==> config.mk <==
export PLATFORM = sky130hd
export DESIGN_NAME = calc3_req_agent
export DESIGN_NICKNAME = d
export VERILOG_FILES = /design/src/rtl/calc3_pkg.sv /design/src/rtl/calc3_tag_table.sv /design/src/rtl/calc3_req_agent.sv
export SDC_FILE = /design/constraint.sdc
export NUM_CORES = 1
export LEC_CHECK = 0
export CAP_MARGIN = 20
export CORE_MARGIN = 4
export CORE_UTILIZATION = 45
export CTS_CLUSTER_SIZE = 16
export DETAILED_ROUTE_END_ITERATION = 16
export GPL_ROUTABILITY_DRIVEN = 1
export PLACE_DENSITY = 0.84
export SYNTH_ARGS = -nofsm -noshare
export SYNTH_HDL_FRONTEND = slang
export SYNTH_SLANG_ARGS = --single-unit
==> constraint.sdc <==
create_clock -name c_clk -period 2.5 [get_ports c_clk]
set_input_delay 0.25 -clock c_clk [delete_from_list [all_inputs] [get_ports c_clk]]
set_output_delay 0.25 -clock c_clk [all_outputs]
set_load 0.01 [all_outputs]
==> src/rtl/calc3_pkg.sv <==
`default_nettype none
// ============================================================================
// Module      : calc3_pkg
// Description : Shared definitions for the calc3 request agent: field widths,
//               opcode and response codes, the request record and a small
//               population-count helper.
// Revision    : 1.0 - initial release
// ============================================================================
package calc3_pkg;

    // Field widths
    localparam int NUM_TAGS = 4;   // fixed by the 2-bit tag field
    localparam int TAG_W    = 2;
    localparam int OP_W     = 4;
    localparam int REG_W    = 4;
    localparam int DATA_W   = 32;
    localparam int RESP_W   = 2;
    localparam int CNT_W    = 3;   // holds 0..NUM_TAGS

    // Command codes
    localparam logic [OP_W-1:0] NOP   = 4'd0;
    localparam logic [OP_W-1:0] ADD   = 4'd1;
    localparam logic [OP_W-1:0] SUB   = 4'd2;
    localparam logic [OP_W-1:0] SHL   = 4'd5;
    localparam logic [OP_W-1:0] SHR   = 4'd6;
    localparam logic [OP_W-1:0] STORE = 4'd9;
    localparam logic [OP_W-1:0] FETCH = 4'd10;
    localparam logic [OP_W-1:0] BZ    = 4'd12;
    localparam logic [OP_W-1:0] BEQ   = 4'd13;

    // Response codes (passed through by the agent, never interpreted)
    localparam logic [RESP_W-1:0] RESP_NONE = 2'd0;
    localparam logic [RESP_W-1:0] RESP_OK   = 2'd1;
    localparam logic [RESP_W-1:0] RESP_ERR  = 2'd2;
    localparam logic [RESP_W-1:0] RESP_SKIP = 2'd3;

    // One request as driven onto the port (tag carried separately)
    typedef struct packed {
        logic [OP_W-1:0]   cmd;
        logic [REG_W-1:0]  d1;
        logic [REG_W-1:0]  d2;
        logic [REG_W-1:0]  r1;
        logic [DATA_W-1:0] data;
    } calc3_req_t;

    // Number of set bits in a tag vector
    function automatic logic [CNT_W-1:0] count_busy(input logic [NUM_TAGS-1:0] v);
        logic [CNT_W-1:0] cnt;
        cnt = '0;
        for (int i = 0; i < NUM_TAGS; i++) begin
            cnt = cnt + {{(CNT_W-1){1'b0}}, v[i]};
        end
        return cnt;
    endfunction

endpackage
`default_nettype wire

==> src/rtl/calc3_tag_table.sv <==
`default_nettype none
// ============================================================================
// Module      : calc3_tag_table
// Description : Per-tag bookkeeping for the calc3 request agent. Holds the
//               busy flag, issued opcode, age timer and timeout-pending flag
//               of every tag, and encodes the lowest free tag and the lowest
//               tag with a pending timeout.
// Ports       : clk, rst          - clock, synchronous active-high reset
//               i_alloc/i_alloc_op - claim the lowest free tag for an opcode
//               i_free/i_free_tag  - release a tag (response or timeout)
//               o_busy, o_op       - per-tag busy flags and saved opcodes
//               o_free_valid/_tag  - lowest free tag
//               o_pend_valid/_tag  - lowest tag whose timeout is pending
// Revision    : 1.0 - initial release
// ============================================================================
module calc3_tag_table
    import calc3_pkg::*;
#(
    parameter int TIMEOUT_CYCLES = 64
) (
    input  logic                           clk,
    input  logic                           rst,
    input  logic                           i_alloc,
    input  logic [OP_W-1:0]                i_alloc_op,
    input  logic                           i_free,
    input  logic [TAG_W-1:0]               i_free_tag,
    output logic [NUM_TAGS-1:0]            o_busy,
    output logic [NUM_TAGS-1:0][OP_W-1:0]  o_op,
    output logic                           o_free_valid,
    output logic [TAG_W-1:0]               o_free_tag,
    output logic                           o_pend_valid,
    output logic [TAG_W-1:0]               o_pend_tag
);

    localparam int                TMR_W    = 8;   // TIMEOUT_CYCLES <= 255
    localparam logic [TMR_W-1:0]  c_TMO    = TMR_W'(TIMEOUT_CYCLES);
    localparam logic [TMR_W-1:0]  c_TMO_M1 = TMR_W'(TIMEOUT_CYCLES - 1);
    localparam logic [TMR_W-1:0]  c_ONE    = TMR_W'(1);

    logic [NUM_TAGS-1:0]             busy_q,    busy_d;
    logic [NUM_TAGS-1:0]             pending_q, pending_d;
    logic [NUM_TAGS-1:0][OP_W-1:0]   op_q,      op_d;
    logic [NUM_TAGS-1:0][TMR_W-1:0]  timer_q,   timer_d;

    // Lowest-index encoders: scanning downward lets the lowest match win.
    always_comb begin
        o_free_valid = 1'b0;
        o_free_tag   = '0;
        o_pend_valid = 1'b0;
        o_pend_tag   = '0;
        for (int i = NUM_TAGS - 1; i >= 0; i--) begin
            if (!busy_q[i]) begin
                o_free_valid = 1'b1;
                o_free_tag   = TAG_W'(i);
            end
            if (pending_q[i]) begin
                o_pend_valid = 1'b1;
                o_pend_tag   = TAG_W'(i);
            end
        end
    end

    always_comb begin
        busy_d    = busy_q;
        pending_d = pending_q;
        op_d      = op_q;
        timer_d   = timer_q;
        for (int i = 0; i < NUM_TAGS; i++) begin
            if (i_free && (i_free_tag == TAG_W'(i))) begin
                busy_d[i]    = 1'b0;
                pending_d[i] = 1'b0;
                timer_d[i]   = '0;
            end else if (busy_q[i]) begin
                // Timer saturates at the limit so a blocked timeout keeps
                // its pending flag without wrapping.
                if (timer_q[i] != c_TMO) begin
                    timer_d[i] = timer_q[i] + c_ONE;
                end
                if (timer_q[i] == c_TMO_M1) begin
                    pending_d[i] = 1'b1;
                end
            end
            // Allocation only ever targets a free tag, so it never collides
            // with a release of the same tag.
            if (i_alloc && (o_free_tag == TAG_W'(i))) begin
                busy_d[i]    = 1'b1;
                pending_d[i] = 1'b0;
                op_d[i]      = i_alloc_op;
                timer_d[i]   = '0;
            end
        end
    end

    always_ff @(posedge clk) begin
        if (rst) begin
            busy_q    <= '0;
            pending_q <= '0;
            op_q      <= '0;
            timer_q   <= '0;
        end else begin
            busy_q    <= busy_d;
            pending_q <= pending_d;
            op_q      <= op_d;
            timer_q   <= timer_d;
        end
    end

    assign o_busy = busy_q;
    assign o_op   = op_q;

endmodule
`default_nettype wire

==> src/rtl/calc3_req_agent.sv <==
`default_nettype none
// ============================================================================
// Module      : calc3_req_agent
// Description : Initiator-side agent for one calc3 request/response port.
//               Accepts client operations, allocates one of four tags, drives
//               a one-cycle request, matches responses back to their tags,
//               retires tags that time out and flags unexpected responses.
// Ports       : c_clk, reset            - clock, synchronous active-high reset
//               cmd_*                   - client operation (valid/ready)
//               req_*                   - request towards the calc3 port
//               out_resp/out_tag/out_data - response from the calc3 port
//               cpl_*                   - one-cycle completion to the client
//               err_unexpected          - response on a tag not outstanding
//               outstanding             - number of busy tags
// Revision    : 1.0 - initial release
// ============================================================================
module calc3_req_agent
    import calc3_pkg::*;
#(
    parameter int TIMEOUT_CYCLES = 64
) (
    input  logic               c_clk,
    input  logic               reset,
    input  logic               cmd_valid,
    output logic               cmd_ready,
    input  logic [OP_W-1:0]    cmd_op,
    input  logic [REG_W-1:0]   cmd_d1,
    input  logic [REG_W-1:0]   cmd_d2,
    input  logic [REG_W-1:0]   cmd_r1,
    input  logic [DATA_W-1:0]  cmd_data,
    output logic [OP_W-1:0]    req_cmd,
    output logic [REG_W-1:0]   req_d1,
    output logic [REG_W-1:0]   req_d2,
    output logic [REG_W-1:0]   req_r1,
    output logic [DATA_W-1:0]  req_data,
    output logic [TAG_W-1:0]   req_tag,
    input  logic [RESP_W-1:0]  out_resp,
    input  logic [TAG_W-1:0]   out_tag,
    input  logic [DATA_W-1:0]  out_data,
    output logic               cpl_valid,
    output logic [TAG_W-1:0]   cpl_tag,
    output logic [OP_W-1:0]    cpl_op,
    output logic [RESP_W-1:0]  cpl_resp,
    output logic [DATA_W-1:0]  cpl_data,
    output logic               cpl_timeout,
    output logic               err_unexpected,
    output logic [CNT_W-1:0]   outstanding
);

    // Tag table view
    logic [NUM_TAGS-1:0]            w_busy;
    logic [NUM_TAGS-1:0][OP_W-1:0]  w_op;
    logic                           w_free_valid;
    logic [TAG_W-1:0]               w_free_tag;
    logic                           w_pend_valid;
    logic [TAG_W-1:0]               w_pend_tag;

    // Per-cycle decisions
    logic                           w_accept;
    logic                           w_resp_hit;
    logic                           w_resp_miss;
    logic                           w_release;
    logic [TAG_W-1:0]               w_release_tag;

    // Registered outputs
    calc3_req_t                     req_q,            req_d;
    logic [TAG_W-1:0]               req_tag_q,        req_tag_d;
    logic                           cpl_valid_q,      cpl_valid_d;
    logic [TAG_W-1:0]               cpl_tag_q,        cpl_tag_d;
    logic [OP_W-1:0]                cpl_op_q,         cpl_op_d;
    logic [RESP_W-1:0]              cpl_resp_q,       cpl_resp_d;
    logic [DATA_W-1:0]              cpl_data_q,       cpl_data_d;
    logic                           cpl_timeout_q,    cpl_timeout_d;
    logic                           err_unexpected_q, err_unexpected_d;

    assign cmd_ready = !reset && w_free_valid;

    // A NOP is consumed (handshake completes) but allocates nothing.
    assign w_accept    = cmd_valid && cmd_ready && (cmd_op != NOP);
    assign w_resp_hit  = (out_resp != RESP_NONE) &&  w_busy[out_tag];
    assign w_resp_miss = (out_resp != RESP_NONE) && !w_busy[out_tag];

    // A matching response owns the completion slot; a pending timeout only
    // retires when no response is being completed this cycle.
    assign w_release     = w_resp_hit || w_pend_valid;
    assign w_release_tag = w_resp_hit ? out_tag : w_pend_tag;

    calc3_tag_table #(
        .TIMEOUT_CYCLES (TIMEOUT_CYCLES)
    ) u_tag_table (
        .clk          (c_clk),
        .rst          (reset),
        .i_alloc      (w_accept),
        .i_alloc_op   (cmd_op),
        .i_free       (w_release),
        .i_free_tag   (w_release_tag),
        .o_busy       (w_busy),
        .o_op         (w_op),
        .o_free_valid (w_free_valid),
        .o_free_tag   (w_free_tag),
        .o_pend_valid (w_pend_valid),
        .o_pend_tag   (w_pend_tag)
    );

    always_comb begin
        req_d            = '0;
        req_tag_d        = '0;
        cpl_valid_d      = 1'b0;
        cpl_tag_d        = '0;
        cpl_op_d         = '0;
        cpl_resp_d       = '0;
        cpl_data_d       = '0;
        cpl_timeout_d    = 1'b0;
        err_unexpected_d = w_resp_miss;

        if (w_accept) begin
            req_d.cmd  = cmd_op;
            req_d.d1   = cmd_d1;
            req_d.d2   = cmd_d2;
            req_d.r1   = cmd_r1;
            req_d.data = cmd_data;
            req_tag_d  = w_free_tag;
        end

        if (w_resp_hit) begin
            cpl_valid_d = 1'b1;
            cpl_tag_d   = out_tag;
            cpl_op_d    = w_op[out_tag];
            cpl_resp_d  = out_resp;
            cpl_data_d  = out_data;
        end else if (w_pend_valid) begin
            cpl_valid_d   = 1'b1;
            cpl_tag_d     = w_pend_tag;
            cpl_op_d      = w_op[w_pend_tag];
            cpl_timeout_d = 1'b1;
        end
    end

    always_ff @(posedge c_clk) begin
        if (reset) begin
            req_q            <= '0;
            req_tag_q        <= '0;
            cpl_valid_q      <= 1'b0;
            cpl_tag_q        <= '0;
            cpl_op_q         <= '0;
            cpl_resp_q       <= '0;
            cpl_data_q       <= '0;
            cpl_timeout_q    <= 1'b0;
            err_unexpected_q <= 1'b0;
        end else begin
            req_q            <= req_d;
            req_tag_q        <= req_tag_d;
            cpl_valid_q      <= cpl_valid_d;
            cpl_tag_q        <= cpl_tag_d;
            cpl_op_q         <= cpl_op_d;
            cpl_resp_q       <= cpl_resp_d;
            cpl_data_q       <= cpl_data_d;
            cpl_timeout_q    <= cpl_timeout_d;
            err_unexpected_q <= err_unexpected_d;
        end
    end

    assign req_cmd        = req_q.cmd;
    assign req_d1         = req_q.d1;
    assign req_d2         = req_q.d2;
    assign req_r1         = req_q.r1;
    assign req_data       = req_q.data;
    assign req_tag        = req_tag_q;
    assign cpl_valid      = cpl_valid_q;
    assign cpl_tag        = cpl_tag_q;
    assign cpl_op         = cpl_op_q;
    assign cpl_resp       = cpl_resp_q;
    assign cpl_data       = cpl_data_q;
    assign cpl_timeout    = cpl_timeout_q;
    assign err_unexpected = err_unexpected_q;

    // Follows the busy bits combinationally, so it moves with them.
    assign outstanding = count_busy(w_busy);

endmodule
`default_nettype wire
== After elaboration in Yosys (flattened, before gate mapping) ==
Index checks and enable logic that the tools add are counted.

* Input bits: 87
* Register bits: 149
* Word-level logic and storage cells: 130

* $lt $le $gt $ge: 2
* Reduce and logical (&&, ||, !) cells: 39
* $add $sub $neg: 7
* Equal/unequal tests: 14
* Muxes and demuxes: 37
* Bitwise logic cells: 2

{| class="wikitable"
|+ Operators with widths
! kind !! count
|-
| 8-bit by 1-bit adder with 8-bit output, second input constant || 4
|-
| 8-bit by 6-bit == test with 1-bit output, second input constant || 4
|-
| 8-bit by 7-bit != test with 1-bit output, second input constant || 4
|-
| 2-bit two-way mux || 11
|-
| 1-bit two-way mux || 19
|-
| 4-bit binary-select mux with 2-bit select || 2
|-
| 4-bit two-way mux || 4
|-
| 2-bit AND reduction || 8
|-
| 1-bit logical AND || 13
|-
| 3-bit OR reduction || 4
|-
| 2-bit nonzero test || 5
|-
| 2-bit == test, second input constant || 4
|-
| 2-bit by 3-bit < comparator with 1-bit output, second input constant || 2
|-
| 2-bit OR reduction || 3
|-
| 2-bit by 1-bit == test with 1-bit output, second input constant || 2
|-
| 2-bit zero test || 2
|-
| 4-bit nonzero test || 1
|-
| 2-bit by 1-bit adder with 3-bit output || 1
|-
| 3-bit by 1-bit adder with 3-bit output || 1
|-
| 1-bit by 1-bit adder with 2-bit output || 1
|-
| 1-bit binary-select mux with 2-bit select || 1
|-
| 1-bit zero test || 2
|-
| 1-bit NOT || 2
|-
| 1-bit logical OR || 1
|}

== Longest topological paths before layout ==
Gate-level depths: netlist of the first run.

* Word-level depth: 9
* Gate-level depth with buffers: 6
* Gate-level depth less buffers: 6

== Modules after synthesis ==
Synthesis of the first run repeated with hierarchy kept, for this count alone.

* Cell total of the unflattened synthesis: 556
* Area total of the unflattened synthesis: 5765.5 µm²

{| class="wikitable"
|+ Modules (own cells, without submodules)
! module !! area an instance (µm²) !! cells an instance !! sequential area each (µm²) !! instances
|-
| calc3_req_agent || 3083.0 || 246 || 1861.8 || 1
|-
| calc3_tag_table || 2682.6 || 310 || 1121.1 || 1
|}

== Least setup slack after synthesis of the first run ==
Ideal clock, no wire load.

* Kind: reg-to-output
* Start point: reg u_tag_table.busy_q[0], in the netlist u_tag_table.o_busy[0]
* End point: out outstanding[1]
* Arrival time: 1705 ps
* Path buffers: 1
* Cell stages (with the launch flop): 7
* Setup slack: 545 ps
* Path through: dfxtp_1 > buf_2 > inv_1 > fa_1 > inv_1 > ha_1 > ha_1

* Word-level cells in the longest chain between the ends: 3

{| class="wikitable"
|+ Ends and longest elaborated chain
! what !! RTL line !! text
|-
| start, declared || calc3_tag_table.sv:40 || <nowiki>logic [NUM_TAGS-1:0] busy_q, busy_d;</nowiki>
|-
| start signal, assigned || calc3_tag_table.sv:101 || <nowiki>busy_q <= busy_d;</nowiki>
|-
| 1-bit by 1-bit adder with 2-bit output || calc3_pkg.sv:51 || <nowiki>cnt = cnt + {{(CNT_W-1){1'b0}}, v[i]};</nowiki>
|-
| 2-bit by 1-bit adder with 3-bit output || calc3_pkg.sv:51 ||
|-
| 3-bit by 1-bit adder with 3-bit output || calc3_pkg.sv:51 ||
|-
| end, declared || calc3_req_agent.sv:47 || <nowiki>output logic [CNT_W-1:0] outstanding</nowiki>
|}

Every way passes these cells.

== Worst setup path in the final report of the first run ==
Same ends and word-level chain as after synthesis.

==> results of run 1 <==
## layer usage
metal  share of wire (%)  vias up  global-route usage, %
met5                   0        -                      0
met4                 2.9        0                   9.74
met3                 7.7       36                   7.21
met2                  52      213                   42.1
met1                  38     2195                   25.4
li1                    -     2193                      -
## state kept, by name (all words and copies together) (netlist names), 4 cells and up
register	flops
u_tag_table.o_op	16
req_data	32
req_d2	4
req_cmd	4
u_tag_table.o_busy	4
cpl_data	32
cpl_op	4
u_tag_table.timer_q	32
u_tag_table.pending_q	4
req_d1	4
req_r1	4
## cells in the mapped netlist (6+ instances only)
library cell  number
inv_1             23
ha_1              10
a21oi_1           17
nand2_1           26
or3_1              8
mux2i_1           19
nand2b_1           6
nand4_1            8
and3_1             7
xor2_1             8
dfxtp_1          149
and2_4            37
nor3_1            16
o21ai_0            8
and2_1            39
nor2_1            55
buf_2              9
xnor2_1           16
nand3_1            8
## stage by stage
stage                     setup slack, ps  util [%]  cell area, sq um  cells  hold WS (ps)
after detailed placement              129      63.1              7640    876           476
after global placement                222      63.1              7640    876           471
final                                 109      68.5              8300    909           386
after global routing                 14.7      68.5              8300    909           385
after floorplan                       545         -              5620    534           372
after CTS                            14.7      68.5              8290    908           368
## worst register-to-register path: stages (launching register included)
cell and delay (ps):
dfxtp_1 650, mux4_2 390, nor3b_4 520, buf_12 220, and2_1 160
## kinds of logic after synthesis
family | synth area share, %
simple gates | 24.0
compound gates | 7.37
flops | 53.1
mux | 5.39
fa+ha+maj | 2.58
buf+inv | 3.83
xor+xnor | 3.74
## report_power, final
group,internal (mW),switching (mW),total (mW)
clock,1.83,0.983,2.81
combinational,0.289,0.199,0.487
sequential,2.43,0.0225,2.45
total,4.54,1.20,5.75
## area by class of cell
type / instances / area (sq um) / share of cell area [%]
diodes: 1 / 2.50 / 0.0302
clock buffers: 20 / 457 / 5.50
clock inverters: 12 / 199 / 2.40
inverters: 23 / 86.3 / 1.04
multi-input cells: 342 / 2420 / 29.2
flip-flops and latches: 149 / 2980 / 36.0
well taps: 168 / 210 / 2.53
repair buffers: 194 / 1940 / 23.3
## how the worst max path moves through the flow
stage / startpoint / end / slack (ps) / cells past startpoint
after floorplan: u_tag_table.o_busy[0] / outstanding[1] / 550 / 6
after global placement: out_tag[0] / cpl_op[0] / 220 / 5
after detailed placement: cmd_op[0] / u_tag_table.timer_q[18] / 130 / 5
after CTS: u_tag_table.o_busy[0] / outstanding[1] / 10 / 6
after global routing: u_tag_table.o_busy[3] / outstanding[1] / 10 / 6
final: u_tag_table.o_busy[0] / outstanding[1] / 110 / 6
## timing repair
item / 4_1_cts / 5_1_grt
resized for setup: 3 / 2
endpoints found under the setup margin: 3 / 1
endpoints found under the hold margin: 0 / 0
==> metrics.cfg, run 1 <==
[timing]
finalSetupViolCount=0
skew_ps=7.32
finalSetupTns_ps=0
final-hold-violation-count=0
drv_slew=0
grt_setup_unrepaired=no
finalCritPeriodShare_pct=95.6
worst_pin_slew_ps=653
fin_crit_ps=2390
fmax_ghz=0.418
slew_headroom_pct=56.2

[layout]
final_common_cell=clkdlybuf4s50_1
layout-drive-gt1-share_pct=13.6
final_cell_mix=clkdlybuf4s50_1 (180), dfxtp_1 (148), nor2_1 (55)
nNetsFinal=825
fill_cells=869
syn2layout_area_growth_pct=47.6

[grt]
grt_use_total_pct=23.4
antenna_found_initial=1
grt_first_pass_wirelength_um=26100
overflow=0
grt_pass1_vias=4717
grt_max_degree=41

[cts]
cts_hold_buf=0
numCtsBuffers=17
root_buffer=clkbuf_16
cts_tree=built
clock-sinks=149
clkTransAtPathRegs_ps=60
postCtsSetupBuffers=0
clockBufferDepth=2
clock_latency_ps=420
htree_levels=4

[synthesis]
syn_area_sq_mm=0.00562
syn_inst=534
syn_area_per_cell_sq_um=10.5
synthArstFlopShare_pct=0
yosysUniqueCellTypes=59
synth_edf_count=0
synth_area_leaders=dfxtp_1 (53%), and2_4 (5.8%), and2_1 (4.3%)
ys_seq_area_share_pct=53.1
synth-warning-count=0
synth_nets=632
ys_seq_elements=149
synth_flop_cell=dfxtp_1
post-synth-top-area-cell=dfxtp_1
synth_top_cell_area_share_pct=53.1

[route]
wl_um=16600
detail_route.first_pass.iterations=5
wl_per_cell_um=18.2
drtIter0Drc=442
via_count=4637
drc_errors=0
viasPerCell=5.10
drtAntennaViolNets=0

[pwr]
ir_worst_vdd_v=0.000411
power_density_mw_per_mm2=693
p_total_mw=5.75
p_leak_nw=3.22

[setup_path]
r2r_start=u_tag_table.o_busy[2]
slowest_delay_ps=540
slowest_stage=fa_1
r2r_slack_ps=500
worst_setup_path_end_kind=output port
start_kind=flop
arrival_ps=2140
reg2reg_to=cpl_data[12]
critPathKind=flop to output port
crit_buf_inv=3
path_cells=inv_2 -> fa_1 -> inv_1 -> ha_1 -> ha_1 -> dlygate4sd2_1
cp_max_fo=4
cp_common_cell=ha_1
crit_family=adder cells
crit_required_ps=2250
reg2reg_depth=4

[hold_path]
hold_path_class=input pin to flop
min_path_cells=2
min_from=out_data[27]
hold_path_end=cpl_data[27]

[floorplanning]
die_area_sq_mm=0.0143
core_area_sq_mm=0.0121
num_rows=40
die_h_um=120
start_util_pct=46.4
die-width_um=120
pin_count=184

[place]
hpwl_um=12400
place_congestion=0.872
portBuffers=183

[flow_run]
max_cap_viol_count=0

[run_status]
status=finished, final reports clean

Power figures use the tool's default switching activity.
==> run 2: changes to the inputs <==
--- a/config.mk
+++ b/config.mk
@@ -11,7 +11,8 @@
 export CTS_CLUSTER_SIZE = 16
 export DETAILED_ROUTE_END_ITERATION = 16
 export GPL_ROUTABILITY_DRIVEN = 1
-export PLACE_DENSITY = 0.84
+export PLACE_DENSITY = 0.79
 export SYNTH_ARGS = -nofsm -noshare
 export SYNTH_HDL_FRONTEND = slang
+export SYNTH_HIERARCHICAL = 1
 export SYNTH_SLANG_ARGS = --single-unit
==> run 2 against run 1 <==
Against the previous run: setup slack better by 26 ps; first-iteration DRC count down 31%; register-to-register slack worse by 290 ps; utilization down 1.2 points; synthesized cell count up 4.1%; largest cell class unchanged; final area up 2.0%; synthesized area up 2.6%.
==> metrics.cfg, run 2 <==
[run_status]
status=finished, final reports clean

[synthesis]
synth_top_cell_area_share_pct=51.7
netlist_top_cells_count=dfxtp_1 (149), and2_1 (46), a21oi_1 (34)
synth-warning-count=6
yosysUniqueCellTypes=51
ys_seq_area_share_pct=51.7
syn_area_per_cell_sq_um=10.4
yosysMostFrequentCell=dfxtp_1
syn_inst=556
syn_area_sq_mm=0.00577
synth_edf_count=0
synth_area_leaders=dfxtp_1 (52%), and2_1 (5.0%), and2_4 (4.6%)
post-synth-top-area-cell=dfxtp_1
synthArstFlopShare_pct=0
synth_flop_cell=dfxtp_1
ys_seq_elements=149
synth_nets=654

[timing]
grt_setup_unrepaired=no
final-hold-violation-count=0
fmax_ghz=0.423
fin_crit_ps=2360
holdWs_ps=381
finalSetupViolCount=0
worst_pin_slew_ps=693
slew_headroom_pct=53.7
finalCritPeriodShare_pct=94.6
skew_ps=5.60
drv_slew=0

[layout]
layout-drive-gt1-share_pct=14.4
design_area_sq_mm=0.00846
nNetsFinal=855
antenna_cells=0
fill_cells=946
final_cell_mix=clkdlybuf4s50_1 (180), dfxtp_1 (149), and2_1 (46)
final_common_cell=clkdlybuf4s50_1
syn2layout_area_growth_pct=46.8

[setup_path]
crit_required_ps=2250
r2r_slack_ps=210
slowest_delay_ps=530
start_kind=flop
critPathKind=flop to output port
worst_setup_path_end_kind=output port
slowest_stage=fa_1
arrival_ps=2110
cp_max_fo=2
crit_family=adder cells
crit_buf_inv=3
path_cells=inv_1 -> fa_1 -> inv_1 -> ha_1 -> ha_1 -> dlygate4sd2_1

[floorplanning]
die_area_sq_mm=0.0147
core_area_sq_mm=0.0126
die_h_um=121
die-width_um=121
num_rows=41
pin_count=184
start_util_pct=45.9

[cts]
cts_hold_buf=0
htree_levels=4
clockBufferDepth=2
numCtsBuffers=17
clock-sinks=149
root_buffer=clkbuf_16
clkTransAtPathRegs_ps=60
clock_latency_ps=430
cts_tree=built

[pwr]
ir_worst_vdd_v=0.000411
p_leak_nw=3.26
power_density_mw_per_mm2=653

[grt]
grt_pass1_vias=4985
overflow=0
antenna_found_initial=0
grt_max_degree=50
grt_use_total_pct=22.3
grt_first_pass_wirelength_um=25400

[hold_path]
hold_path_class=input pin to flop

[route]
via_count=4930
drtIter0Drc=306
m1WireLength_um=6290
detail_route.first_pass.iterations=4
drc_errors=0
wl_per_cell_um=17.0
top_layer_used=met4
wl_met3_um=1380
drtAntennaViolNets=0
wl_um=16000
wl_met2_um=7940
viasPerCell=5.23

[place]
place_area_sq_mm=0.00784
hpwl_um=11800
place_congestion=0.822
portBuffers=183

[flow_run]
max_cap_viol_count=0

run 2: kinds of logic (layout without fill, tap and decap cells):
| family | count (synthesis) | in the layout | synth area share, % |
|---|---|---|---|
| buf+inv | 54 | 268 | 4.62 |
| simple gates | 229 | 229 | 24.6 |
| xor+xnor | 8 | 8 | 1.22 |
| compound gates | 78 | 78 | 8.42 |
| mux | 27 | 27 | 6.92 |
| fa+ha+maj | 11 | 11 | 2.52 |
| flops | 149 | 149 | 51.7 |
run 2: where the power goes:
group          internal [mW]  switching (mW)  total, mW
clock                   1.68           0.989       2.67
sequential              2.42          0.0174       2.44
combinational          0.255           0.163      0.418
total                   4.36            1.17       5.52
run 2: repair_timing:
action / 4_1_cts / 5_1_grt
endpoints found under the setup margin: 3 / 0
resized for setup: 3 / 0
buffers inserted: 0 / 0
run 2: worst paths after layout:
kind / depth (start not counted) / start / end
worst max register to register: 7 / u_tag_table/o_busy[2] / u_tag_table/timer_q[6]
worst min register to register: 2 / u_tag_table/pending_q[3] / u_tag_table/pending_q[3]
worst min-delay path: 2 / cmd_data[9] / req_data[9]
worst max-delay path: 6 / u_tag_table/o_busy[0] / outstanding[1]
run 2: final cells by class:
type                    count  area (sq um)  share of cell area [%]
flip-flops and latches    149          2980                    35.2
multi-input cells         353          2520                    29.7
repair buffers            208          2020                    23.8
clock buffers              22           484                    5.72
well taps                 172           215                    2.54
clock inverters            10           144                    1.70
inverters                  28           105                    1.24
run 2: layer usage:
layer | track usage, % | vias to the layer above
met5 | 0 | -
met4 | 9.80 | 0
met3 | 7.55 | 34
met2 | 39.0 | 216
met1 | 24.5 | 2338
li1 | - | 2342
run 2: through the flow:
step / utilization (%) / instances / power, mW / setup TNS (ps) / setup WS [ps]
floorplan: - / 556 / 2.64 / 0 / 217
global placement: 62.4 / 910 / 2.89 / 0 / 28.5
detailed placement: 62.4 / 910 / 2.91 / -118 / -31.8
CTS: 67.3 / 942 / 5.56 / 0 / 101
global route: 67.3 / 942 / 5.70 / 0 / 75.0
finish: 67.3 / 942 / 5.52 / 0 / 136
==> run 3: changes to the inputs <==
--- a/config.mk
+++ b/config.mk
@@ -7,11 +7,11 @@
 export LEC_CHECK = 0
 export CAP_MARGIN = 20
 export CORE_MARGIN = 4
-export CORE_UTILIZATION = 45
+export CORE_UTILIZATION = 42
 export CTS_CLUSTER_SIZE = 16
 export DETAILED_ROUTE_END_ITERATION = 16
 export GPL_ROUTABILITY_DRIVEN = 1
-export PLACE_DENSITY = 0.79
+export PLACE_DENSITY = 0.75
 export SYNTH_ARGS = -nofsm -noshare
 export SYNTH_HDL_FRONTEND = slang
 export SYNTH_HIERARCHICAL = 1
==> run 3 against run 2 <==
Against the previous run: clock power shrank 6%; critical path depth is the same; critical path type unchanged; fmax hardly changed; global-route usage fell by 2.7 points; non-clock buffer count is the same.
==> metrics.cfg, run 3 (synthesis results as in run 2) <==
[setup_path]
critPathKind=flop to output port
arrival_ps=2110
reg2reg_to=u_tag_table/timer_q[7]
start_kind=flop
cp_max_fo=2
slowest_delay_ps=480
crit_required_ps=2250
worst_setup_path_end_kind=output port
reg2reg_depth=8
r2r_slack_ps=280
path_cells=inv_1 -> fa_1 -> inv_1 -> ha_1 -> ha_1 -> dlygate4sd2_1
slowest_stage=fa_1
r2r_start=u_tag_table/o_busy[3]

[cts]
clkTransAtPathRegs_ps=60
cts_tree=built
root_buffer=clkbuf_16
clock_latency_ps=420
cts_hold_buf=0
clock-sinks=149
numCtsBuffers=17
htree_levels=4
clockBufferDepth=2

[timing]
fmax_ghz=0.423
fin_crit_ps=2360
finalSetupTns_ps=0
finalSetupViolCount=0
grt_setup_unrepaired=no
drv_slew=0
finalCritPeriodShare_pct=94.5
final-hold-violation-count=0
skew_ps=6.59
worst_pin_slew_ps=695
slew_headroom_pct=53.5

[route]
m1WireLength_um=6370
drc_errors=0
drtIter0Drc=263
via_count=4764
wl_met2_um=7240
drtAntennaViolNets=0
viasPerCell=5.05
top_layer_used=met4
wl_um=15100
wl_per_cell_um=16.0
wl_met3_um=1130
detail_route.first_pass.iterations=5

[floorplanning]
die_area_sq_mm=0.0157
die-width_um=125
core_area_sq_mm=0.0133
start_util_pct=43.2
num_rows=42
die_h_um=125
pin_count=184

[pwr]
switching_power_mw=1.11
swShare_pct=20.6
comb_power_share_pct=7.7
clkPwrFrac_pct=46.8
pwr-share-seq_pct=45.5
power_density_mw_per_mm2=637
p_leak_nw=3.26
p_total_mw=5.37
internal_power_mw=4.26
ir_worst_vdd_v=0.000446

[layout]
seqCellArea_sq_mm=0.00298
fill_cells=1082
fin_util_pct=63.1
syn2layout_area_growth_pct=46.1
nNetsFinal=855
design_area_sq_mm=0.00842
antenna_cells=0
layout-drive-gt1-share_pct=13.9
multi_input_area_sq_mm=0.00252
final_cell_mix=clkdlybuf4s50_1 (180), dfxtp_1 (149), and2_1 (46)
final_common_cell=clkdlybuf4s50_1
fin_cells=944

[hold_path]
hold_path_end=req_data[16]
hold_path_class=input pin to flop
min_from=cmd_data[16]
min_path_cells=2

[grt]
overflow=0
grt_use_total_pct=19.6
grt_pass1_vias=4757
grt_first_pass_wirelength_um=24600
antenna_found_initial=0
grt_max_degree=51

[run_status]
status=finished, final reports clean

[flow_run]
max_cap_viol_count=0

[place]
portBuffers=183
place_congestion=0.852
place_area_sq_mm=0.00784
dp.cells=914
hpwl_um=11300

==> run 3: changes by cell type in the layout (fill, tap and decap cells not counted), sizes merged <==
cell	change
clkbuf	-1
dlymetal6s2s	+1
inv	-1
dlygate4sd2	-1
clkinv	+2
clkinvlp	-2
==> run 3: worst max path at each step <==
stage,start,endpoint,slack (ps),depth (start not counted)
2_1_floorplan,u_tag_table/o_busy[1],u_tag_table/o_op[3],220,10
3_3_place_gp,out_tag[1],u_tag_table/timer_q[3],2,8
3_5_place_dp,out_tag[1],u_tag_table/timer_q[5],-60,8
4_1_cts,u_tag_table/o_busy[0],outstanding[2],20,6
5_1_grt,u_tag_table/o_busy[0],outstanding[1],0.5,6
6_report,u_tag_table/o_busy[3],outstanding[1],140,6
==> run 3: layout make-up <==
| cell class | count | area share, % |
|---|---|---|
| inverter | 28 | 1.25 |
| sequential | 149 | 35.4 |
| clock inverter | 9 | 1.54 |
| multi-input combinational | 353 | 29.9 |
| clock buffer | 21 | 5.35 |
| timing repair buffer | 208 | 24.0 |
| tap | 176 | 2.61 |
==> run 3: metrics by stage <==
stage | setup WS, ps | hold slack, ps
after detailed placement | -64.5 | 483
after floorplan | 217 | 372
after global routing | 0.481 | 378
final | 138 | 385
after CTS | 23.6 | 374
after global placement | 2.08 | 469
==> run 3: what timing repair did <==
item,4_1_cts,5_1_grt
setup endpoints to repair,2,1
gates resized for setup,2,1
hold endpoints to repair,0,0
buffers inserted,0,0
==> run 3: per-layer routing <==
layer | vias to the layer above | GRT usage, %
met5 | - | 0
met4 | 0 | 8.29
met3 | 26 | 6.35
met2 | 174 | 32.0
met1 | 2228 | 23.8
li1 | 2336 | -
==> run 3: power groups by stage <==
| stage | Clock [mW] | Sequential (mW) | Combinational, mW |
|---|---|---|---|
| detailed placement | 0 | 2.49 | 0.415 |
| CTS | 2.55 | 2.44 | 0.418 |
| floorplan | 0 | 2.51 | 0.131 |
| global route | 2.67 | 2.44 | 0.446 |
| global placement | 0 | 2.49 | 0.405 |
| finish | 2.51 | 2.44 | 0.415 |
==> run 3: worst max-delay path: cells and delay by family, from the launching register on <==
family     cells  cell delay (ps)
fa+ha+maj      3              910
buf+inv        3              410
flops          1              370
